==> src/rtl/spm_dma_pkg.sv <==
// spm_dma_pkg: shared widths, FSM state encoding, mode and SPM strobe polarities for spm_dma.
package spm_dma_pkg;
   localparam int SPM_ADDR_W = 12;
   localparam int SPM_DATA_W = 32;
   localparam logic SPM_DMA_COPY = 1'b0;
   localparam logic SPM_DMA_FILL = 1'b1;
   localparam logic SPM_READ = 1'b1;
   localparam logic SPM_WRITE = 1'b0;
   localparam logic SPM_AS_ENABLE = 1'b0;
   localparam logic SPM_AS_DISABLE = 1'b1;
   typedef enum logic [2:0] {ST_IDLE, ST_READ, ST_CAPT, ST_WRITE, ST_DONE} state_e;
endpackage

==> src/rtl/spm_dma.sv <==
// spm_dma: SPM block copy/fill engine issuing grant-qualified strobes on a shared SPM port.
module spm_dma
   import spm_dma_pkg::*;
#(
   parameter int ADDR_W = SPM_ADDR_W,
   parameter int DATA_W = SPM_DATA_W
) (
   input  logic              clk,
   input  logic              reset,
   input  logic              start,
   input  logic              mode,
   input  logic [ADDR_W-1:0] src_addr,
   input  logic [ADDR_W-1:0] dst_addr,
   input  logic [ADDR_W:0]   len,
   input  logic [DATA_W-1:0] fill_data,
   output logic              busy,
   output logic              done,
   output logic [ADDR_W-1:0] spm_addr,
   output logic              spm_as_,
   output logic              spm_rw,
   output logic [DATA_W-1:0] spm_wr_data,
   input  logic [DATA_W-1:0] spm_rd_data,
   input  logic              spm_gnt
);
   state_e state_q, state_d;
   logic mode_q, mode_d;
   logic [ADDR_W-1:0] src_q, src_d, dst_q, dst_d, addr_q;
   logic [ADDR_W:0] rem_q, rem_d;
   logic [DATA_W-1:0] data_q, data_d, fill_q, fill_d, wr_q;
   logic busy_q, done_q, as_q, rw_q;
   always_comb begin
      state_d = state_q;
      mode_d = mode_q;
      src_d = src_q;
      dst_d = dst_q;
      rem_d = rem_q;
      data_d = data_q;
      fill_d = fill_q;
      case (state_q)
         ST_IDLE: if (start) begin
            mode_d = mode;
            src_d = src_addr;
            dst_d = dst_addr;
            rem_d = len;
            fill_d = fill_data;
            state_d = len == '0 ? ST_DONE : mode == SPM_DMA_COPY ? ST_READ : ST_WRITE;
         end
         ST_READ: state_d = spm_gnt ? ST_CAPT : ST_READ;
         ST_CAPT: begin
            data_d = spm_rd_data;
            state_d = ST_WRITE;
         end
         ST_WRITE: if (spm_gnt) begin
            src_d = src_q + ADDR_W'(1);
            dst_d = dst_q + ADDR_W'(1);
            rem_d = rem_q - (ADDR_W+1)'(1);
            state_d = rem_q == (ADDR_W+1)'(1) ? ST_DONE : mode_q == SPM_DMA_FILL ? ST_WRITE : ST_READ;
         end
         default: state_d = ST_IDLE;
      endcase
   end
   // Outputs are registered from the next state so strobes appear in the cycle the state is entered.
   always_ff @(posedge clk or posedge reset) begin
      if (reset) begin
         state_q <= ST_IDLE;
         mode_q <= SPM_DMA_COPY;
         src_q <= '0;
         dst_q <= '0;
         rem_q <= '0;
         data_q <= '0;
         fill_q <= '0;
         busy_q <= 1'b0;
         done_q <= 1'b0;
         as_q <= SPM_AS_DISABLE;
         rw_q <= SPM_READ;
         addr_q <= '0;
         wr_q <= '0;
      end else begin
         state_q <= state_d;
         mode_q <= mode_d;
         src_q <= src_d;
         dst_q <= dst_d;
         rem_q <= rem_d;
         data_q <= data_d;
         fill_q <= fill_d;
         busy_q <= state_d != ST_IDLE;
         done_q <= state_d == ST_DONE;
         as_q <= (state_d == ST_READ || state_d == ST_WRITE) ? SPM_AS_ENABLE : SPM_AS_DISABLE;
         rw_q <= state_d == ST_WRITE ? SPM_WRITE : SPM_READ;
         addr_q <= state_d == ST_READ ? src_d : state_d == ST_WRITE ? dst_d : addr_q;
         wr_q <= state_d != ST_WRITE ? wr_q : mode_d == SPM_DMA_FILL ? fill_d : data_d;
      end
   end
   assign busy = busy_q;
   assign done = done_q;
   assign spm_as_ = as_q;
   assign spm_rw = rw_q;
   assign spm_addr = addr_q;
   assign spm_wr_data = wr_q;
endmodule

==> config.mk <==
export PLATFORM = sky130hd
export DESIGN_NAME = spm_dma
export DESIGN_NICKNAME = d
export VERILOG_FILES = /design/src/rtl/spm_dma_pkg.sv /design/src/rtl/spm_dma.sv
export SDC_FILE = /design/constraint.sdc
export NUM_CORES = 1
export LEC_CHECK = 0
export ABC_AREA = 1
export CORE_ASPECT_RATIO = 0.5
export CORE_MARGIN = 2
export CORE_UTILIZATION = 30
export DETAILED_ROUTE_END_ITERATION = 6
export PLACE_DENSITY = 0.6
export SYNTH_ARGS = -nofsm -noshare
export SYNTH_HDL_FRONTEND = slang
export SYNTH_SLANG_ARGS = --single-unit
==> constraint.sdc <==
create_clock -name clk -period 6.3 [get_ports clk]
set_input_delay 1.26 -clock clk [delete_from_list [all_inputs] [get_ports clk]]
set_output_delay 1.26 -clock clk [all_outputs]
set_load 0.01 [all_outputs]
==> out/results.ini <==
[logic_synthesis]
synth_seq_area_share = 0.5102
post_synth_and_or_nand_nor_area_fraction = 0.3289
synthesis.instances = 1001
adder_cell_share_of_the_synthesized_area = 0.006666
asyncSetResetFlopFracSynth = 1.000
muxShareOfSynthArea = 0
synth_flop_cell = sky130_fd_sc_hd__dfrtp_1
netlist-cell-type-count = 38
main_combinational_cell_family_by_area_after_synthesis = simple AND/OR/NAND/NOR gates
yosys_register_bits = 153
synth_area_sq_mm = 0.007508
ys.warnings.count = 0
synth_xor_area_frac = 0.005832
syn-num-nets = 1111
post_synth.cell_area_avg_sq_um = 7.501
share_of_the_synthesized_area_in_compound_gates_ao_oa_aoi_oai = 0.06932
synth-edff-count = 0

[routing]
dr.pass1.iters = 5
route.antenna.remaining_nets = 0
vias_per_cell = 4.508
first_iter_violations = 446
routed-via-count = 6685
overall_routed_net_length_microns = 21220
detail_route.drc_violations = 0
avgRoutedWirePerCell_microns = 14.31

[clock_tree]
cts-root-buf = sky130_fd_sc_hd__clkbuf_16
ctsHoldBuffers = 0
cts.path.max_buffers = 2
cts_tree = yes
cts_htree_levels = 4
numClockSinks = 153
numCtsBuffers = 17
worstSkewPairLatency_ns = 0.42
cts_resized = 0
post_cts_buffers = 0
clkTransAtPathRegs_ns = 0.06

[worst_setup_path]
crit_path_start_kind = primary input
worstRegToRegCells = 8
cp_top_family = buffers and inverters
cp_common_cell = sky130_fd_sc_hd__nand2_1
setup_slack_of_the_worst_register_to_register_path_ns = 2.86
setup.worst_path.end_class = flip-flop
regToRegEndpoint = spm_wr_data[3]
critical_path.n_buffers_inverters = 3
worstPathArrival_ns = 4.09
cp_slowest_cell = sky130_fd_sc_hd__clkdlybuf4s50_1
critical_path_required_ns = 6.60
critPathMaxFanout = 34
setup_crit_path_kind = primary input to flip-flop
cp_cell_sequence = clkdlybuf4s50_1, inv_1, nand2_1, nand2_1, a21oi_1, nand2_2, nand2_4, inv_2, nand2_1, nand2_1
cpPeakStageDelay_ns = 0.85
rr_startpoint = state_q[0]

[cells_and_area]
antenna_cells_inserted = 0
nNetsFinal = 1244
layout_cell_share_with_drive_strength_beyond_1 = 0.05318
area_growth_pct = 31.63
final.fill_count = 2425

[power_and_ir_drop]
peakVddDrop_uv = 206.6
power_per_cell_area_mw_per_mm2 = 510.9
finalPower_mw = 5.050
p_leak_nw = 4.821

[global_routing]
grt_pass1_vias = 6723
globalRouteTotalUtil = 0.1645
grt_antenna_before_repair = 0
globalRoute.totalOverflow = 0
global_route_wire_length_before_repair_microns = 34270
maximum_number_of_pins_on_one_net_before_global_route_repair = 114

[hold_path]
min_path_cells = 2
min_delay_worst_endpoint = data_q[5]
worst_hold_path_type = flip-flop to flip-flop
min-delay-start = data_q[5]

[floorplan]
std_cell_rows = 40
fp.dieH_microns = 115.9
placeableCoreArea_sq_mm = 0.02427
initial_utilization = 0.3093
ios = 154
die_width_microns = 227.7
die_area_sq_mm = 0.02639

[timing]
final_count_of_pins_violating_max_slew = 0
worst-slew-pin-transition_ns = 1.042
fin_worst_skew_ns = 0.008134
finalHoldViolations = 0
final.period_utilization = 0.6015
finalWorstPathRequiredPeriod_ns = 3.790
setup_total_negative_slack_ns = 0
final_setup_fails = 0
worst_slew_margin_rel = 0.3056
rsz0062_at_grt = no
fmax_ghz = 0.2639

[place]
portBuffers = 153
gp_routability_congestion = 0.8178
dp_hpwl_microns = 14440

[flow_run]
max-cap-violations = 0

[outcome]
status = finished clean

-- cells in the mapped netlist (4+ instances only) --
library cell / number / area share
sky130_fd_sc_hd__dfrtp_1: 151 / 0.50
sky130_fd_sc_hd__inv_2: 9 / 0.0045
sky130_fd_sc_hd__buf_4: 10 / 0.010
sky130_fd_sc_hd__nand3_1: 72 / 0.048
sky130_fd_sc_hd__nand4_1: 8 / 0.0067
sky130_fd_sc_hd__a21oi_1: 18 / 0.012
sky130_fd_sc_hd__nor2_1: 43 / 0.021
sky130_fd_sc_hd__inv_1: 81 / 0.040
sky130_fd_sc_hd__buf_2: 24 / 0.016
sky130_fd_sc_hd__clkbuf_1: 7 / 0.0035
sky130_fd_sc_hd__nand2_1: 466 / 0.23
sky130_fd_sc_hd__ha_1: 4 / 0.0067
sky130_fd_sc_hd__o21ai_0: 31 / 0.021
sky130_fd_sc_hd__nand2_2: 4 / 0.0033
sky130_fd_sc_hd__xor2_1: 5 / 0.0058
sky130_fd_sc_hd__o21ai_1: 25 / 0.017
sky130_fd_sc_hd__nor3_1: 5 / 0.0033
sky130_fd_sc_hd__o22ai_1: 6 / 0.0050
-- sequential cells by signal, summed over array words and instances (netlist names) --
register and flops:
done 1, spm_as_ 1, spm_rw 1, mode_q 1
rem_q 13, fill_q 32, dst_q 12, state_q 3
spm_addr 12, data_q 32, src_q 12, busy 1
spm_wr_data 32
-- metal layers --
| layer | global-route usage | up-vias | part of all wire | wire (microns) |
|---|---|---|---|---|
| met2 | 0.2848 | 101 | 0.49 | 10360 |
| li1 | - | 3400 | - | - |
| met4 | 0.05746 | 0 | 0.017 | 367 |
| met5 | 0 | - | 0 | 0 |
| met1 | 0.2082 | 3158 | 0.47 | 9885 |
| met3 | 0.03248 | 26 | 0.029 | 608 |
-- worst register-to-register path, stage by stage (launching register included) --
cell and delay [ns]:
sky130_fd_sc_hd__dfrtp_1 0.43, sky130_fd_sc_hd__nand3_2 0.46, sky130_fd_sc_hd__inv_2 0.74, sky130_fd_sc_hd__o21ai_2 0.13, sky130_fd_sc_hd__nand2_2 0.48, sky130_fd_sc_hd__nand2_4 0.36, sky130_fd_sc_hd__inv_2 0.57, sky130_fd_sc_hd__nand2_1 0.12
sky130_fd_sc_hd__nand2_1 0.08
-- kinds of logic after synthesis --
group	count (synthesis)
flops	153
buf+inv	134
simple gates	611
xor+xnor	5
compound gates	94
fa+ha+maj	4
-- power breakdown --
group | switching [mW] | internal, mW | leakage [nW]
registers | 0.254 | 1.44 | 1.92
logic | 1.45 | 0.807 | 2.61
clock network | 0.419 | 0.675 | 0.297
total | 2.13 | 2.92 | 4.82
-- cell type report --
class	instances	area [sq um]	area share
multi-input cells	714	3098	0.3135
well taps	336	420.4	0.04254
flip-flops and latches	153	3831	0.3876
clock buffers	21	450.4	0.04558
clock inverters	11	171.4	0.01734
repair buffers	158	1569	0.1588
inverters	90	342.8	0.03469
-- per-stage QoR --
step                area, sq um  hold slack, ns  instances  setup slack [ns]  utilization
floorplan                  7508          0.4381       1001            0.9219            -
global placement           9261          0.4528       1451             2.174       0.3815
detailed placement         9261          0.4563       1451             2.046       0.3815
CTS                        9883          0.4711       1483             2.487       0.4072
global route               9883          0.4829       1483             2.226       0.4072
finish                     9883          0.4672       1483             2.510       0.4072
-- cell usage in the layout (no fill, tap or decap), types with 2 or more instances in the layout --
master,instances
sky130_fd_sc_hd__nand3b_1,3
sky130_fd_sc_hd__nand4_1,8
sky130_fd_sc_hd__clkdlybuf4s50_1,153
sky130_fd_sc_hd__buf_4,5
sky130_fd_sc_hd__or2_1,2
sky130_fd_sc_hd__clkinv_2,2
sky130_fd_sc_hd__clkinv_4,3
sky130_fd_sc_hd__nor3_1,5
sky130_fd_sc_hd__o21ai_1,25
sky130_fd_sc_hd__inv_2,9
sky130_fd_sc_hd__nor2_1,43
sky130_fd_sc_hd__o22ai_1,5
sky130_fd_sc_hd__clkinvlp_4,2
sky130_fd_sc_hd__ha_1,4
sky130_fd_sc_hd__nand2_1,466
sky130_fd_sc_hd__xor2_1,5
sky130_fd_sc_hd__bufinv_16,4
sky130_fd_sc_hd__clkbuf_16,17
sky130_fd_sc_hd__inv_1,80
sky130_fd_sc_hd__dfstp_2,2
sky130_fd_sc_hd__nor2_2,3
sky130_fd_sc_hd__nand2_2,4
sky130_fd_sc_hd__a21oi_1,18
sky130_fd_sc_hd__o21bai_1,3
sky130_fd_sc_hd__nand3_1,72
sky130_fd_sc_hd__clkbuf_1,3
sky130_fd_sc_hd__o21ai_0,31
sky130_fd_sc_hd__o211ai_1,3
sky130_fd_sc_hd__dfrtp_1,151
-- worst max path at each step --
stage,slack (ns),end,from,depth (start not counted)
floorplan,0.92,busy,reset,1
global placement,2.17,spm_wr_data[11],spm_gnt,10
detailed placement,2.05,spm_wr_data[16],spm_gnt,10
CTS,2.49,spm_wr_data[3],spm_gnt,10
global route,2.23,spm_wr_data[0],spm_gnt,10
finish,2.51,spm_wr_data[3],spm_gnt,10
No activity file was read; power rests on OpenSTA's default activity.
